<file path="config.mk">
export PLATFORM = sky130hd
export DESIGN_NAME = switch_egress_flat
export DESIGN_NICKNAME = d
export VERILOG_FILES = /design/src/rtl/switch_pkg.sv /design/src/rtl/switch_egress_if.sv /design/src/rtl/egress_port_queue.sv /design/src/rtl/switch_egress.sv /design/src/flat_wrapper.sv
export SDC_FILE = /design/constraint.sdc
export NUM_CORES = 2
export LEC_CHECK = 0
export CAP_MARGIN = 20
export CORE_AREA = 2 2 357 430
export CTS_CLUSTER_SIZE = 8
export DETAILED_ROUTE_END_ITERATION = 10
export DIE_AREA = 0 0 359 432
export PLACE_DENSITY = 0.79
export SYNTH_ARGS = -nofsm -noshare
export SYNTH_HDL_FRONTEND = slang
export SYNTH_SLANG_ARGS = --single-unit
</file>
<file path="constraint.sdc">
create_clock -name clock -period 8.6 [get_ports clock]
set_clock_uncertainty 0.1 [all_clocks]
set_input_delay 2.58 -clock clock [delete_from_list [all_inputs] [get_ports clock]]
set_output_delay 2.58 -clock clock [all_outputs]
set_load 0.01 [all_outputs]
</file>
<file path="src/rtl/switch_pkg.sv">
// Shared types for the switch egress stage: port count, byte/port ids, read FSM states.
// No logic; pure declarations.
// Queue RAM word carries the packet-end flag beside each byte.
package switch_pkg;

  localparam int NUM_PORTS = 4;

  typedef logic [7:0] byte_t;
  typedef logic [1:0] port_id_t;

  typedef enum logic {
    IDLE = 1'b0,
    XFER = 1'b1
  } egress_state_e;

  typedef struct packed {
    logic  last;
    byte_t data;
  } ram_word_t;

endpackage

</file>
<file path="src/rtl/switch_egress_if.sv">
// Bundle of the core write bus and the four reader-side egress handshakes.
// Wires only; no latency.
// Reader backpressure is expressed by holding read_N low.
interface switch_egress_if;
  import switch_pkg::*;

  // core -> egress write bus
  logic     wr_valid;
  port_id_t wr_port;
  byte_t    wr_data;
  logic     wr_last;

  // reader-side handshakes
  logic read_0, read_1, read_2, read_3;
  byte_t port0, port1, port2, port3;
  logic ready_0, ready_1, ready_2, ready_3;
  logic [NUM_PORTS-1:0] drop;

  modport master (
    output wr_valid, wr_port, wr_data, wr_last,
    output read_0, read_1, read_2, read_3,
    input  port0, port1, port2, port3,
    input  ready_0, ready_1, ready_2, ready_3,
    input  drop
  );

  modport slave (
    input  wr_valid, wr_port, wr_data, wr_last,
    input  read_0, read_1, read_2, read_3,
    output port0, port1, port2, port3,
    output ready_0, ready_1, ready_2, ready_3,
    output drop
  );

endinterface

</file>
<file path="src/rtl/egress_port_queue.sv">
// One egress port: packet-atomic byte queue with overflow rollback and a read FSM.
// Latency: write commit -> ready 2 edges; read sampled -> byte on port_data after the same edge.
// Backpressure: reader pauses with read low; a packet that overflows is dropped whole.
module egress_port_queue
  import switch_pkg::*;
#(
  parameter int DEPTH = 64
) (
  input  logic  clock,
  input  logic  reset,
  input  logic  wr_en,
  input  byte_t wr_data,
  input  logic  wr_last,
  input  logic  read,
  output byte_t port_data,
  output logic  ready,
  output logic  drop
);

  localparam int PTR_W = $clog2(DEPTH);
  typedef logic [PTR_W:0] ptr_t;

  ram_word_t mem [DEPTH];

  // Pointers carry one extra bit so full and empty are distinguishable.
  ptr_t          wr_ptr;
  ptr_t          commit_ptr;
  ptr_t          rd_ptr;
  ptr_t          pkt_cnt;
  ptr_t          pkt_cnt_nxt;
  logic          ovf;
  egress_state_e state;

  logic      full;
  logic      wr_accept;
  logic      commit;
  logic      pkt_abort;
  logic      pop;
  logic      pop_last;
  logic      ready_d;
  ram_word_t rd_word;

  assign full      = (wr_ptr - rd_ptr) == ptr_t'(DEPTH);
  // Once a packet has overflowed, its remaining bytes are discarded too.
  assign wr_accept = wr_en && !full && !ovf;
  assign commit    = wr_accept && wr_last;
  assign pkt_abort = wr_en && wr_last && (full || ovf);

  assign rd_word   = mem[rd_ptr[PTR_W-1:0]];
  // In IDLE a pop needs the reader-visible ready; in XFER the packet is known complete.
  assign pop       = (state == IDLE) ? (ready && read) : read;
  assign pop_last  = pop && rd_word.last;

  // Packet count and the ready value it implies; a fresh commit is exposed one edge late.
  always_comb begin
    pkt_cnt_nxt = pkt_cnt;
    if (commit && !pop_last) begin
      pkt_cnt_nxt = pkt_cnt + ptr_t'(1);
    end else if (!commit && pop_last) begin
      pkt_cnt_nxt = pkt_cnt - ptr_t'(1);
    end
    ready_d = commit ? (pkt_cnt != '0) : (pkt_cnt_nxt != '0);
  end

  // Byte storage; the RAM itself is not reset, pointers make stale contents unreachable.
  always_ff @(posedge clock) begin
    if (wr_accept) begin
      mem[wr_ptr[PTR_W-1:0]] <= '{last: wr_last, data: wr_data};
    end
  end

  // Write pointers, overflow rollback, packet count and the read FSM with registered outputs.
  always_ff @(posedge clock) begin
    if (reset) begin
      wr_ptr     <= '0;
      commit_ptr <= '0;
      rd_ptr     <= '0;
      pkt_cnt    <= '0;
      ovf        <= 1'b0;
      drop       <= 1'b0;
      ready      <= 1'b0;
      port_data  <= '0;
      state      <= IDLE;
    end else begin
      drop <= pkt_abort;

      if (pkt_abort) begin
        wr_ptr <= commit_ptr;
        ovf    <= 1'b0;
      end else if (wr_accept) begin
        wr_ptr <= wr_ptr + ptr_t'(1);
        if (wr_last) begin
          commit_ptr <= wr_ptr + ptr_t'(1);
        end
      end else if (wr_en) begin
        ovf <= 1'b1;
      end

      if (pop) begin
        rd_ptr <= rd_ptr + ptr_t'(1);
      end

      pkt_cnt <= pkt_cnt_nxt;
      ready   <= ready_d;

      case (state)
        IDLE: begin
          if (pop) begin
            port_data <= rd_word.data;
            state     <= pop_last ? IDLE : XFER;
          end else begin
            port_data <= '0;
          end
        end
        XFER: begin
          if (pop) begin
            port_data <= rd_word.data;
            if (pop_last) begin
              state <= IDLE;
            end
          end
        end
        default: state <= IDLE;
      endcase
    end
  end

endmodule

</file>
<file path="src/rtl/switch_egress.sv">
// Egress stage of the 4-port switch: demuxes core writes into four independent port queues.
// Latency: wr_last -> ready_N 2 edges; read_N -> portN byte 1 edge.
// Backpressure: per-port read_N pauses; full queues drop whole packets and pulse drop[N].
module switch_egress
  import switch_pkg::*;
#(
  parameter int DEPTH = 64
) (
  input logic             clock,
  input logic             reset,
  switch_egress_if.slave  bus
);

  logic [NUM_PORTS-1:0] wr_sel;
  logic [NUM_PORTS-1:0] read_vec;
  logic [NUM_PORTS-1:0] ready_vec;
  logic [NUM_PORTS-1:0] drop_vec;
  byte_t                port_vec [NUM_PORTS];

  assign read_vec = {bus.read_3, bus.read_2, bus.read_1, bus.read_0};

  // Steer each written byte to exactly one destination queue.
  always_comb begin
    wr_sel = '0;
    if (bus.wr_valid) begin
      wr_sel[bus.wr_port] = 1'b1;
    end
  end

  for (genvar i = 0; i < NUM_PORTS; i++) begin : g_port
    egress_port_queue #(
      .DEPTH(DEPTH)
    ) u_queue (
      .clock     (clock),
      .reset     (reset),
      .wr_en     (wr_sel[i]),
      .wr_data   (bus.wr_data),
      .wr_last   (bus.wr_last),
      .read      (read_vec[i]),
      .port_data (port_vec[i]),
      .ready     (ready_vec[i]),
      .drop      (drop_vec[i])
    );
  end

  assign bus.port0   = port_vec[0];
  assign bus.port1   = port_vec[1];
  assign bus.port2   = port_vec[2];
  assign bus.port3   = port_vec[3];
  assign bus.ready_0 = ready_vec[0];
  assign bus.ready_1 = ready_vec[1];
  assign bus.ready_2 = ready_vec[2];
  assign bus.ready_3 = ready_vec[3];
  assign bus.drop    = drop_vec;

endmodule

</file>
<file path="src/flat_wrapper.sv">
// flat-port wrapper written by rule: the top's interface ports become plain ports
module switch_egress_flat import switch_pkg::*;
#(
  parameter int DEPTH = 64
)
  (clock, reset, bus_wr_valid, bus_wr_port, bus_wr_data, bus_wr_last, bus_read_0, bus_read_1, bus_read_2, bus_read_3, bus_port0, bus_port1, bus_port2, bus_port3, bus_ready_0, bus_ready_1, bus_ready_2, bus_ready_3, bus_drop);
  switch_egress_if bus_i ();
  input logic clock;
  input logic reset;
  input wire logic [$bits(bus_i.wr_valid)-1:0] bus_wr_valid;
  input wire logic [$bits(bus_i.wr_port)-1:0] bus_wr_port;
  input wire logic [$bits(bus_i.wr_data)-1:0] bus_wr_data;
  input wire logic [$bits(bus_i.wr_last)-1:0] bus_wr_last;
  input wire logic [$bits(bus_i.read_0)-1:0] bus_read_0;
  input wire logic [$bits(bus_i.read_1)-1:0] bus_read_1;
  input wire logic [$bits(bus_i.read_2)-1:0] bus_read_2;
  input wire logic [$bits(bus_i.read_3)-1:0] bus_read_3;
  output wire logic [$bits(bus_i.port0)-1:0] bus_port0;
  output wire logic [$bits(bus_i.port1)-1:0] bus_port1;
  output wire logic [$bits(bus_i.port2)-1:0] bus_port2;
  output wire logic [$bits(bus_i.port3)-1:0] bus_port3;
  output wire logic [$bits(bus_i.ready_0)-1:0] bus_ready_0;
  output wire logic [$bits(bus_i.ready_1)-1:0] bus_ready_1;
  output wire logic [$bits(bus_i.ready_2)-1:0] bus_ready_2;
  output wire logic [$bits(bus_i.ready_3)-1:0] bus_ready_3;
  output wire logic [$bits(bus_i.drop)-1:0] bus_drop;
  assign bus_i.wr_valid = bus_wr_valid;
  assign bus_i.wr_port = bus_wr_port;
  assign bus_i.wr_data = bus_wr_data;
  assign bus_i.wr_last = bus_wr_last;
  assign bus_i.read_0 = bus_read_0;
  assign bus_i.read_1 = bus_read_1;
  assign bus_i.read_2 = bus_read_2;
  assign bus_i.read_3 = bus_read_3;
  assign bus_port0 = bus_i.port0;
  assign bus_port1 = bus_i.port1;
  assign bus_port2 = bus_i.port2;
  assign bus_port3 = bus_i.port3;
  assign bus_ready_0 = bus_i.ready_0;
  assign bus_ready_1 = bus_i.ready_1;
  assign bus_ready_2 = bus_i.ready_2;
  assign bus_ready_3 = bus_i.ready_3;
  assign bus_drop = bus_i.drop;
  switch_egress #(.DEPTH(DEPTH)) u_core (.clock(clock), .reset(reset), .bus(bus_i));
endmodule
</file>
==> out/qor.yml <==
min_period_over_period: 0.631
design_area_um2: 110000
crit_path_top_delay_cell: "nor2_1"
n_fill_cell: 7759
wire_per_inst_um: 35.0
cts_buffers: 360
start_util: 0.645
die_y_um: 432
ys_ff_latch: 2488
ys_warn_count: 0
tightestPinTransition_ns: 1.17
postSynthAreaPerCell_um2: 20.7
worstPathCellList: "clkdlybuf4s50_1 > nand2_1 > or2_2 > nor2_1 > nand4b_1 > nor2_1"
end_kind: "flip-flop"
setup_viol: 0
min_period_ns: 5.43
drive_gt1_frac: 0.238
vias: 51100
ys_types: 81
slew_headroom: 0.217
r2r_setup_slack_ns: 3.59
grt_antenna_before_repair: 8
die_w_um: 359
ctsResizeCount: 0
port_buffers: 57
cp_slowest_stage_delay_ns: 0.81
cp_max_fo: 10
critPathBufInv: 1
core_um2: 151000
drt-total-wl_um: 249000
crit_family: "simple AND/OR/NAND/NOR gates"
outcome: "complete, no violations"
rsz0062_at_grt: "no"
grt_usage: 0.326
grt_overflow_total: 0
areaGrowthSynthToFinish_pct: 12.7
fin_nets: 4979
grt_pass1_wl_um: 365000
clock-sinks: 2488
drv_slew: 0
clk_path_buf_depth: 4
synth-main-ff-cell: "edfxtp_1"
critPathRequiredTime_ns: 9.06
placementRows: 157
ff_latch_area_um2: 72900
synth-seq-area-share: 0.746
grt_max_degree: 185
clk_latency_ns: 0.96
cts.clk_slew.worst_paths_ns: 0.05
drtIter0Drc: 8039
dpl_cell_area_um2: 100000
cts_tree: "built"
post_drt_via_cell_ratio: 7.18
startpoint_type: "input port"
drc: 0
powerDensity_nw_per_um2: 270
path_common_cell: "nor2_1"
htreeDepth: 5
async_reset_ff_frac: 0
ant_nets: 0
drv_cap: 0
ctsRootBufferMaster: "clkbuf_16"
hp-class: "reg -> reg"
synth_edf_count: 2304
max_clock_freq_ghz: 0.184
dp_hpwl_um: 128000
hold_violations: 0
criticalPathCategory: "in -> reg"
p_leak_nw: 33.5
grt_pass1_vias: 52000
syn-num-nets: 4775
irDropWorstVdd_uv: 259
arrival_ns: 5.88
cts_hold_buffers: 0
post_cts_buffers: 0
place_congestion: 0.849
fin_setup_tns_ns: 0
die_area_um2: 155000
multi_input_area_um2: 23400
ioPinCount: 58
syn_inst: 4713
netlist_area_um2: 97700
dr.pass1.iters: 9
-- power by group --
part           switching [mW]  total (mW)  internal [mW]
Sequential              0.271        13.6           13.3
Clock                    4.97        12.7           7.76
Combinational            1.72        3.34           1.62
-- path summary, 6_finish.rpt --
kind | from | endpoint | cells after the start
worst max-delay path | bus_wr_port[0] | u_core.g_port[1].u_queue.mem[45][8]$_DFFE_PP_ | 6
worst max register to register | u_core.g_port[1].u_queue.wr_ptr[4]$_SDFFE_PP0P_ | u_core.g_port[1].u_queue.mem[45][8]$_DFFE_PP_ | 9
worst min register to register | u_core.g_port[2].u_queue.commit_ptr[1]$_SDFFE_PP0P_ | u_core.g_port[2].u_queue.commit_ptr[1]$_SDFFE_PP0P_ | 2
worst min-delay path | u_core.g_port[2].u_queue.commit_ptr[1]$_SDFFE_PP0P_ | u_core.g_port[2].u_queue.commit_ptr[1]$_SDFFE_PP0P_ | 2
-- synthesized netlist by cell type, types with 4 or more instances --
cell type	instances	area, um2
edfxtp_1	2304	69200
mux4_2	737	16600
nor2_1	465	1750
dfxtp_1	184	3680
clkbuf_1	123	462
buf_2	70	350
nand2_1	70	263
xnor2_1	62	543
nand3_1	58	290
inv_1	51	191
ha_1	44	551
buf_1	41	154
a21oi_1	40	200
a22oi_1	38	285
nor3_1	38	190
a211oi_1	30	225
o21ai_0	28	140
or3_1	27	169
mux2i_1	21	210
xor2_1	20	175
a31oi_1	18	113
nor2b_1	17	106
and3_1	16	100
buf_6	15	169
nand4_1	15	93.8
nand3b_1	14	105
buf_4	12	90.1
nand2b_1	10	62.6
nor3b_1	9	67.6
and2_1	8	50.1
mux2_2	8	90.1
o211ai_1	8	60.1
o21a_1	8	60.1
o22ai_1	8	50.1
a221oi_1	7	61.3
nor4_1	7	43.8
o31ai_1	6	45.0
a222oi_1	5	50.1
nand4b_1	5	43.8
and3b_1	4	35.0
clkbuf_2	4	20.0
or2_2	4	25.0
-- stage by stage --
step	worst slack (ns)	power, mW	util	hold slack, ns	instances
floorplan	3.88	16.1	-	0.331	4713
detailed placement	2.34	17.1	0.661	0.351	6540
global route	3.08	30.4	0.727	0.386	7102
global placement	2.48	17.0	0.661	0.337	6540
CTS	3.28	29.7	0.727	0.359	7099
finish	3.17	29.7	0.727	0.353	7107
-- cell type report --
type,count,area share
antenna,6,0.000136
clock buffer,552,0.0897
clock inverter,7,0.000557
inverter,52,0.00177
multi-input combinational,1908,0.212
sequential,2488,0.662
tap,1987,0.0226
timing repair buffer,107,0.0106
-- kinds of logic after synthesis --
group / count (synthesis) / synth area share
AO/OA/AOI/OAI: 232 / 0.0169
multiplexers: 767 / 0.173
buffers and inverters: 317 / 0.0147
adder cells (fa/ha/maj): 45 / 0.00575
XOR/XNOR: 82 / 0.00735
AND/OR/NAND/NOR: 782 / 0.0360
flip-flops: 2488 / 0.746
-- sequential cells by signal, indices dropped and copies added (netlist names), 28 cells and up, named ones only --
signal,cells
u_core.g_port.u_queue.commit_ptr,28
u_core.g_port.u_queue.pkt_cnt,28
u_core.g_port.u_queue.wr_ptr,28
u_core.g_port.u_queue.mem,2304
u_core.g_port.u_queue.rd_ptr,28
u_core.g_port.u_queue.port_data,32
-- per-layer routing --
metal,up-vias,track usage,part of all wire
met4,8,0.147,0.051
li1,19800,-,-
met2,4117,0.526,0.49
met3,793,0.0702,0.11
met1,26300,0.435,0.35
met5,-,0,0.00021
-- layout by cell type, fill, tap and decap left out, types with 9 or more instances in the layout --
cell / count
edfxtp_1: 2304
mux4_2: 737
nor2_1: 465
clkbuf_16: 367
clkbuf_1: 185
dfxtp_1: 170
nand2_1: 70
xnor2_1: 62
nand3_1: 58
inv_1: 51
clkdlybuf4s50_1: 47
ha_1: 44
a21oi_1: 40
nor3_1: 38
a22oi_1: 38
buf_4: 35
a211oi_1: 29
o21ai_0: 28
or3_1: 27
mux2i_1: 21
xor2_1: 20
nor2b_1: 17
a31oi_1: 17
and3_1: 16
nand4_1: 15
nand3b_1: 14
buf_12: 14
nand2b_1: 10
nor3b_1: 9
-- worst min-delay path, cell delays in order (launching register included) --
cell and delay, ns:
dfxtp_1 0.30, nand2_1 0.05, a21oi_1 0.05
(Power assumes the default switching activity.)
